**config.mk**
```make
export PLATFORM = sky130hd
export DESIGN_NAME = pc_trace_streamer
export DESIGN_NICKNAME = d
export VERILOG_FILES = /design/src/rtl/pc_trace_streamer.sv
export SDC_FILE = /design/constraint.sdc
export NUM_CORES = 1
export LEC_CHECK = 0
export CORE_MARGIN = 3
export CORE_UTILIZATION = 45
export CTS_CLUSTER_DIAMETER = 40
export DETAILED_ROUTE_END_ITERATION = 8
export SYNTH_ARGS = -nofsm -noshare
export SYNTH_HDL_FRONTEND = slang
export SYNTH_SLANG_ARGS = --single-unit
```
**constraint.sdc**
```tcl
create_clock -name clock -period 6.1 [get_ports clock]
set_input_delay 1.22 -clock clock [delete_from_list [all_inputs] [get_ports clock]]
set_output_delay 1.22 -clock clock [all_outputs]
set_load 0.05 [all_outputs]
```
**src/rtl/pc_trace_streamer.sv**
```systemverilog
// pc_trace_streamer: captures committed (pc, instr) pairs into a FIFO and
// streams {seq, pc, instr} records over a valid/ready port. On halt it stops
// capturing, drains what is queued and then raises trace_done.
module pc_trace_streamer #(
  parameter int ADDR_WIDTH  = 8,
  parameter int INSTR_WIDTH = 16,
  parameter int DEPTH       = 16,
  parameter int SEQ_WIDTH   = 8
) (
  input  logic                                      clock,
  input  logic                                      reset,
  input  logic                                      enable,
  input  logic                                      commit_valid,
  input  logic [ADDR_WIDTH-1:0]                     commit_pc,
  input  logic [INSTR_WIDTH-1:0]                    commit_instr,
  input  logic                                      halt,
  output logic                                      trace_valid,
  input  logic                                      trace_ready,
  output logic [SEQ_WIDTH+ADDR_WIDTH+INSTR_WIDTH-1:0] trace_data,
  output logic [$clog2(DEPTH):0]                    fill_level,
  output logic                                      overflow,
  output logic [SEQ_WIDTH-1:0]                      drop_count,
  output logic                                      trace_done
);
  localparam int PW = $clog2(DEPTH);
  localparam int CW = PW + 1;
  localparam int RW = SEQ_WIDTH + ADDR_WIDTH + INSTR_WIDTH;

  typedef enum logic [1:0] {IDLE, CAPTURE, DRAIN, DONE} state_t;

  state_t               state, state_nxt;
  logic [RW-1:0]        mem [DEPTH];
  logic [PW-1:0]        rd_ptr, wr_ptr;
  logic [CW-1:0]        count, count_nxt;
  logic [SEQ_WIDTH-1:0] seq;
  logic                 push_req, push, pop, full, drop;

  // A commit is eligible only while capturing; a full FIFO still accepts it
  // when the head leaves in the same cycle.
  assign push_req = (state == CAPTURE) && commit_valid;
  assign full     = (count == CW'(DEPTH));
  assign pop      = (count != '0) && trace_ready;
  assign push     = push_req && (!full || pop);
  assign drop     = push_req && !push;

  // Occupancy after this cycle's push/pop; also used to detect drain completion.
  always_comb begin
    count_nxt = count;
    if (push && !pop)      count_nxt = count + CW'(1);
    else if (!push && pop) count_nxt = count - CW'(1);
  end

  // Next-state: halt wins over enable; drain finishes the cycle the FIFO empties.
  always_comb begin
    state_nxt = state;
    case (state)
      IDLE:    if (halt) state_nxt = DRAIN; else if (enable) state_nxt = CAPTURE;
      CAPTURE: if (halt) state_nxt = DRAIN; else if (!enable) state_nxt = IDLE;
      DRAIN:   if (count_nxt == '0) state_nxt = DONE;
      default: state_nxt = DONE;
    endcase
  end

  // State, pointers, sequence number and drop accounting.
  always_ff @(posedge clock) begin
    if (reset) begin
      state      <= IDLE;
      rd_ptr     <= '0;
      wr_ptr     <= '0;
      count      <= '0;
      seq        <= '0;
      overflow   <= 1'b0;
      drop_count <= '0;
    end else begin
      state <= state_nxt;
      count <= count_nxt;
      if (push) wr_ptr <= wr_ptr + PW'(1);
      if (pop)  rd_ptr <= rd_ptr + PW'(1);
      // seq advances on dropped commits too so the sink can see the gap
      if (push_req) seq <= seq + SEQ_WIDTH'(1);
      if (drop) begin
        overflow <= 1'b1;
        if (drop_count != '1) drop_count <= drop_count + SEQ_WIDTH'(1);
      end
    end
  end

  // Record storage; contents are only meaningful between rd_ptr and wr_ptr.
  always_ff @(posedge clock) begin
    if (push) mem[wr_ptr] <= {seq, commit_pc, commit_instr};
  end

  assign trace_valid = (count != '0);
  assign trace_data  = trace_valid ? mem[rd_ptr] : '0;
  assign fill_level  = count;
  assign trace_done  = (state == DONE);
endmodule

```
Word level (Yosys, flattened, before mapping)
Memory sizes are Yosys's and may differ from the RTL's. A register that Yosys moved wholly into a read port is not among the register bits.
Index checks and enable logic that the tools add are counted.
Word-level totals
  output and inout bits: 48
  memories kept: 1
  bits in registers: 32
  input port bits: 30
  RAM bits: 512
  word-level logic and storage cells: 50
Memories
  mem: words 16, width 32, read ports 1, clocked after memory_dff 1, wr ports 1, line 32  | logic [RW-1:0] mem [DEPTH];
Operators by class
  add/subtract/negate cells: 6
  eq/ne operators: 8
  mux-type cells: 13
  reduce and logical (&&, ||, !) cells: 15
Operators by type and width (count)
  32-bit two-way mux: 1
  8-bit by 1-bit adder with 8-bit output (second input constant): 2
  2-bit two-way mux: 5
  5-bit two-way mux: 2
  4-bit by 1-bit adder with 4-bit output (second input constant): 2
  4-bit two-way mux: 2
  8-bit inequality test (second input constant): 1
  1-bit logical AND: 6
  3-bit inequality test (second input constant): 2
  2-bit one-hot mux with 3 select lines: 1
  5-bit by 1-bit adder with 5-bit output (second input constant): 1
  5-bit == test (second input constant): 1
  5-bit logical NOT: 1
  5-bit nonzero test: 1
  5-bit by 1-bit subtractor with 5-bit output (second input constant): 1
  2-bit == test (second input constant): 2
  1-bit logical NOT: 3
  3-bit AND reduction: 1
  2-bit by 1-bit == test with 1-bit output (second input constant): 1
  2-bit logical NOT: 1
  1-bit two-way mux: 2
  2-bit inequality test (second input constant): 1
  2-bit AND reduction: 1
  1-bit logical OR: 1

Depth between registers and ports, before layout
  depth after elaboration: 11
  depth in mapped cells: 7
  depth with buffers taken out: 7

Least setup slack after synthesis
No wires, ideal clock.
  kind: in2reg
  start: in trace_ready
  end: mem mem[3][0] (netlist bit) (enable)
  stages: 5
  arrival time: 4423 ps
  buffers on the path: 1
  library setup time: 461 ps
  required time: 5639 ps
  setup slack: 1216 ps
  cell sequence: clkbuf_1 nor2b_1 a21oi_1 nand2_1 nor3_1
On the way
  cells in the longest elaborated chain, start to end: 5
RTL lines
  start: declaration: line 18  | input logic trace_ready,
  1-bit logical AND: line 42  | assign pop = (count != '0) && trace_ready;
  1-bit logical OR: line 43  | assign push = push_req && (!full || pop);
  1-bit logical AND: line 43
  1-bit two-way mux: line 90  | if (push) mem[wr_ptr] <= {seq, commit_pc, commit_instr};
  1-bit two-way mux (implied by the code): line 90
  end: declaration: line 32
No other way between the ends.

==> flow_summary.json <==
{
  "ant_nets": 0,
  "synth.cell_area_mm2": 0.0212,
  "design_area_mm2": 0.0253,
  "startpoint_type": "flip-flop",
  "hold_path_depth": 2,
  "ys_types": 45,
  "cpLargestDelayFamily": "buffers and inverters",
  "hold_viol": 0,
  "yosys_register_bits": 548,
  "dr_total_vias": 9959,
  "grt_max_degree": 52,
  "tns_ps": 0,
  "drc_errors": 0,
  "synth_edf_count": 512,
  "initial_utilization": 0.462,
  "cts_tree": "done",
  "rsz0062_at_grt": "false",
  "ctsHtreeMaxLevel": 3,
  "setup_slack_ps": 1140,
  "async_reset_ff_frac": 0,
  "die_h_um": 223,
  "period_needed_ps": 4960,
  "worstSetupPathType": "reg -> out",
  "crit_top_cell": "mux4_2",
  "crit_slowest_cell": "dfxtp_4",
  "cts_resized": 0,
  "arrival_ps": 3740,
  "antenna_found_initial": 0,
  "grt_pass1_wl_um": 66700,
  "drive_gt1_frac": 0.283,
  "crit_required_ps": 4880,
  "fin_crit_sh": 0.814,
  "outcome": "complete, no violations",
  "reg2reg_to": "mem[7][12]$_DFFE_PP_",
  "routed_via_density": 5.67,
  "finalWirelength_um": 44100,
  "synth-seq-area-share": 0.758,
  "cp_cell_sequence": "buf_4 > mux4_2 > mux4_2 > and2_1 > clkdlybuf4s50_1",
  "rows": 78,
  "grt_pass1_vias": 10500,
  "synth.yosys.warnings": 0,
  "dp_hpwl_um": 24300,
  "dieArea_mm2": 0.0499,
  "holdPathEnd": "overflow$_SDFFE_PP0P_",
  "place_inst": 1626,
  "clockBufferDepth": 3,
  "slew_violations": 0,
  "synthCells": 966,
  "initialDrtViolationCount": 938,
  "placed_cell_area_mm2": 0.0229,
  "max_freq_mhz": 201,
  "wl_per_cell_um": 25.1,
  "p_leak_nw": 7.87,
  "post-place-ws_ps": 1470,
  "hold_class": "reg -> reg",
  "hold_buffers": 0,
  "cts_num_sinks": 548,
  "port_buffers": 77,
  "clk_pin_slew_ps": 50,
  "reg2reg_from": "fill_level[1]$_SDFF_PP0_",
  "maxCapViolCount": 0,
  "critPathMaxStageDelay_ps": 850,
  "postCtsSetupRepairBufs": 0,
  "die_w_um": 223,
  "crit_buf_inv": 2,
  "crit_cells": 5,
  "end_kind": "output port",
  "r2r_cells": 7,
  "place.gp.congestion": 0.736,
  "syn2layout_area_growth_pct": 18.9,
  "ys.flop_type": "edfxtp_1",
  "dr.pass1.iters": 5,
  "hold_start": "overflow$_SDFFE_PP0P_",
  "grt_usage": 0.182,
  "pin_count": 78,
  "coreArea_mm2": 0.0460,
  "grt_overflow": 0,
  "setup_viol_count_final": 0,
  "powerDensity_mw_per_mm2": 419,
  "clk_latency_ps": 590,
  "n_antenna_cell": 0,
  "syn-num-nets": 1005,
  "slew_headroom": 0.141,
  "fin_nets": 1139,
  "root_buffer": "clkbuf_16",
  "peakVddDrop_mv": 0.300,
  "tightest_slew_ps": 1280,
  "cp_max_fo": 47,
  "final_util": 0.549,
  "r2r_slack_ps": 2510,
  "fin_cells": 1755,
  "cts_buffers": 72,
  "postSynthAreaPerCell_um2": 22.0,
  "finClkSkew_ps": 28.8
}
worst max path at each step:
stage                           endpoint  slack (ps)
global route               trace_data[5]         970
floorplan            mem[3][0]$_DFFE_PP_        1220
global placement    mem[7][17]$_DFFE_PP_        1560
finish                     trace_data[8]        1140
CTS                        trace_data[2]        1030
detailed placement  mem[7][20]$_DFFE_PP_        1470
cell type report:
cell class                      count  area [um^2]
Clock inverter                     48          518
Multi-Input combinational cell    360         4960
Inverter                            9         33.8
Sequential cell                   548        16100
Tap cell                          600          751
Timing Repair Buffer              109         1050
Fill cell                        3488        20700
Clock buffer                       81         1840
power breakdown:
group / total [mW] / switching [mW] / internal (mW)
Combinational: 2.26 / 1.29 / 0.976
Sequential: 4.24 / 0.0988 / 4.14
Clock: 4.07 / 1.63 / 2.44
worst reg2reg max path: cells and delay by family, from the launching register on:
family	cells	cell delay [ps]
and+or+nand+nor	3	1450
adders and majority gates	1	260
DFF	1	470
buffers and inverters	2	570
AOI/OAI and AO/OA	1	530
state kept, by name, indices dropped and copies added (netlist names), named ones only:
register / flops
wr_ptr: 4
state: 2
rd_ptr: 4
drop_count: 8
overflow: 1
fill_level: 5
mem: 512
seq: 8
logic make-up (layout without fill, tap and decap cells):
family / after synthesis / after routing / synth area share
muxes: 161 / 161 / 0.171
and+or+nand+nor: 140 / 140 / 0.0343
DFF: 548 / 548 / 0.758
xor gates and xnor gates: 23 / 23 / 0.00948
buffers and inverters: 58 / 247 / 0.0141
adders and majority gates: 11 / 11 / 0.00624
AOI/OAI and AO/OA: 25 / 25 / 0.00724
layout by cell type (no fill, tap or decap), types with 3 or more instances in the layout:
master           synthesis  final
buf_4                   11     29
dfxtp_1                 36     32
nand3_1                  5      5
a21oi_1                 11     11
nor3_2                   0      4
clkinv_8                 0      4
xnor2_1                 14     14
inv_1                    9      9
bufinv_16                0      5
clkbuf_16                0     72
nand4_1                  8      8
clkinv_1                 0      5
edfxtp_1               512    512
nand2_1                 20     20
inv_6                    0     12
clkinv_4                 0      6
clkinvlp_4               0      6
buf_12                   0      3
nand2b_1                 4      4
xor2_1                   9      9
and2_1                  33     33
mux4_2                 155    155
nor2_4                   0     12
nor3_1                   7      3
nor2_1                  47     35
inv_8                    0      5
clkbuf_1                27      9
mux4_1                   5      5
clkinv_2                 0      5
ha_1                     9      9
clkdlybuf4s50_1          0     77
nor4_1                   4      4
o21ai_0                  5      5
synthesized netlist by cell type, types with 8 or more instances:
cell type  count  area share
nor2_1        47      0.0083
xnor2_1       14      0.0058
a21oi_1       11      0.0026
edfxtp_1     512        0.72
and2_1        33      0.0097
nand2_1       20      0.0035
nand4_1        8      0.0024
inv_1          9      0.0016
mux4_2       155        0.16
ha_1           9      0.0053
buf_4         11      0.0039
dfxtp_1       36       0.034
xor2_1         9      0.0037
clkbuf_1      27      0.0048
through the flow:
step                      hold WS, ps  total power, mW
after floorplan                   468             5.96
after global placement            437             6.63
after detailed placement          444             6.63
after CTS                         455             10.7
after global routing              491             11.0
final                             451             10.6
metal layers:
metal	GRT usage	up-vias	routed length (um)
li1	-	4296	-
met1	0.265	5277	19500
met2	0.282	322	21400
met3	0.0372	64	2480
met4	0.0509	0	807
met5	0	-	0
Power figures use the tool's default switching activity.
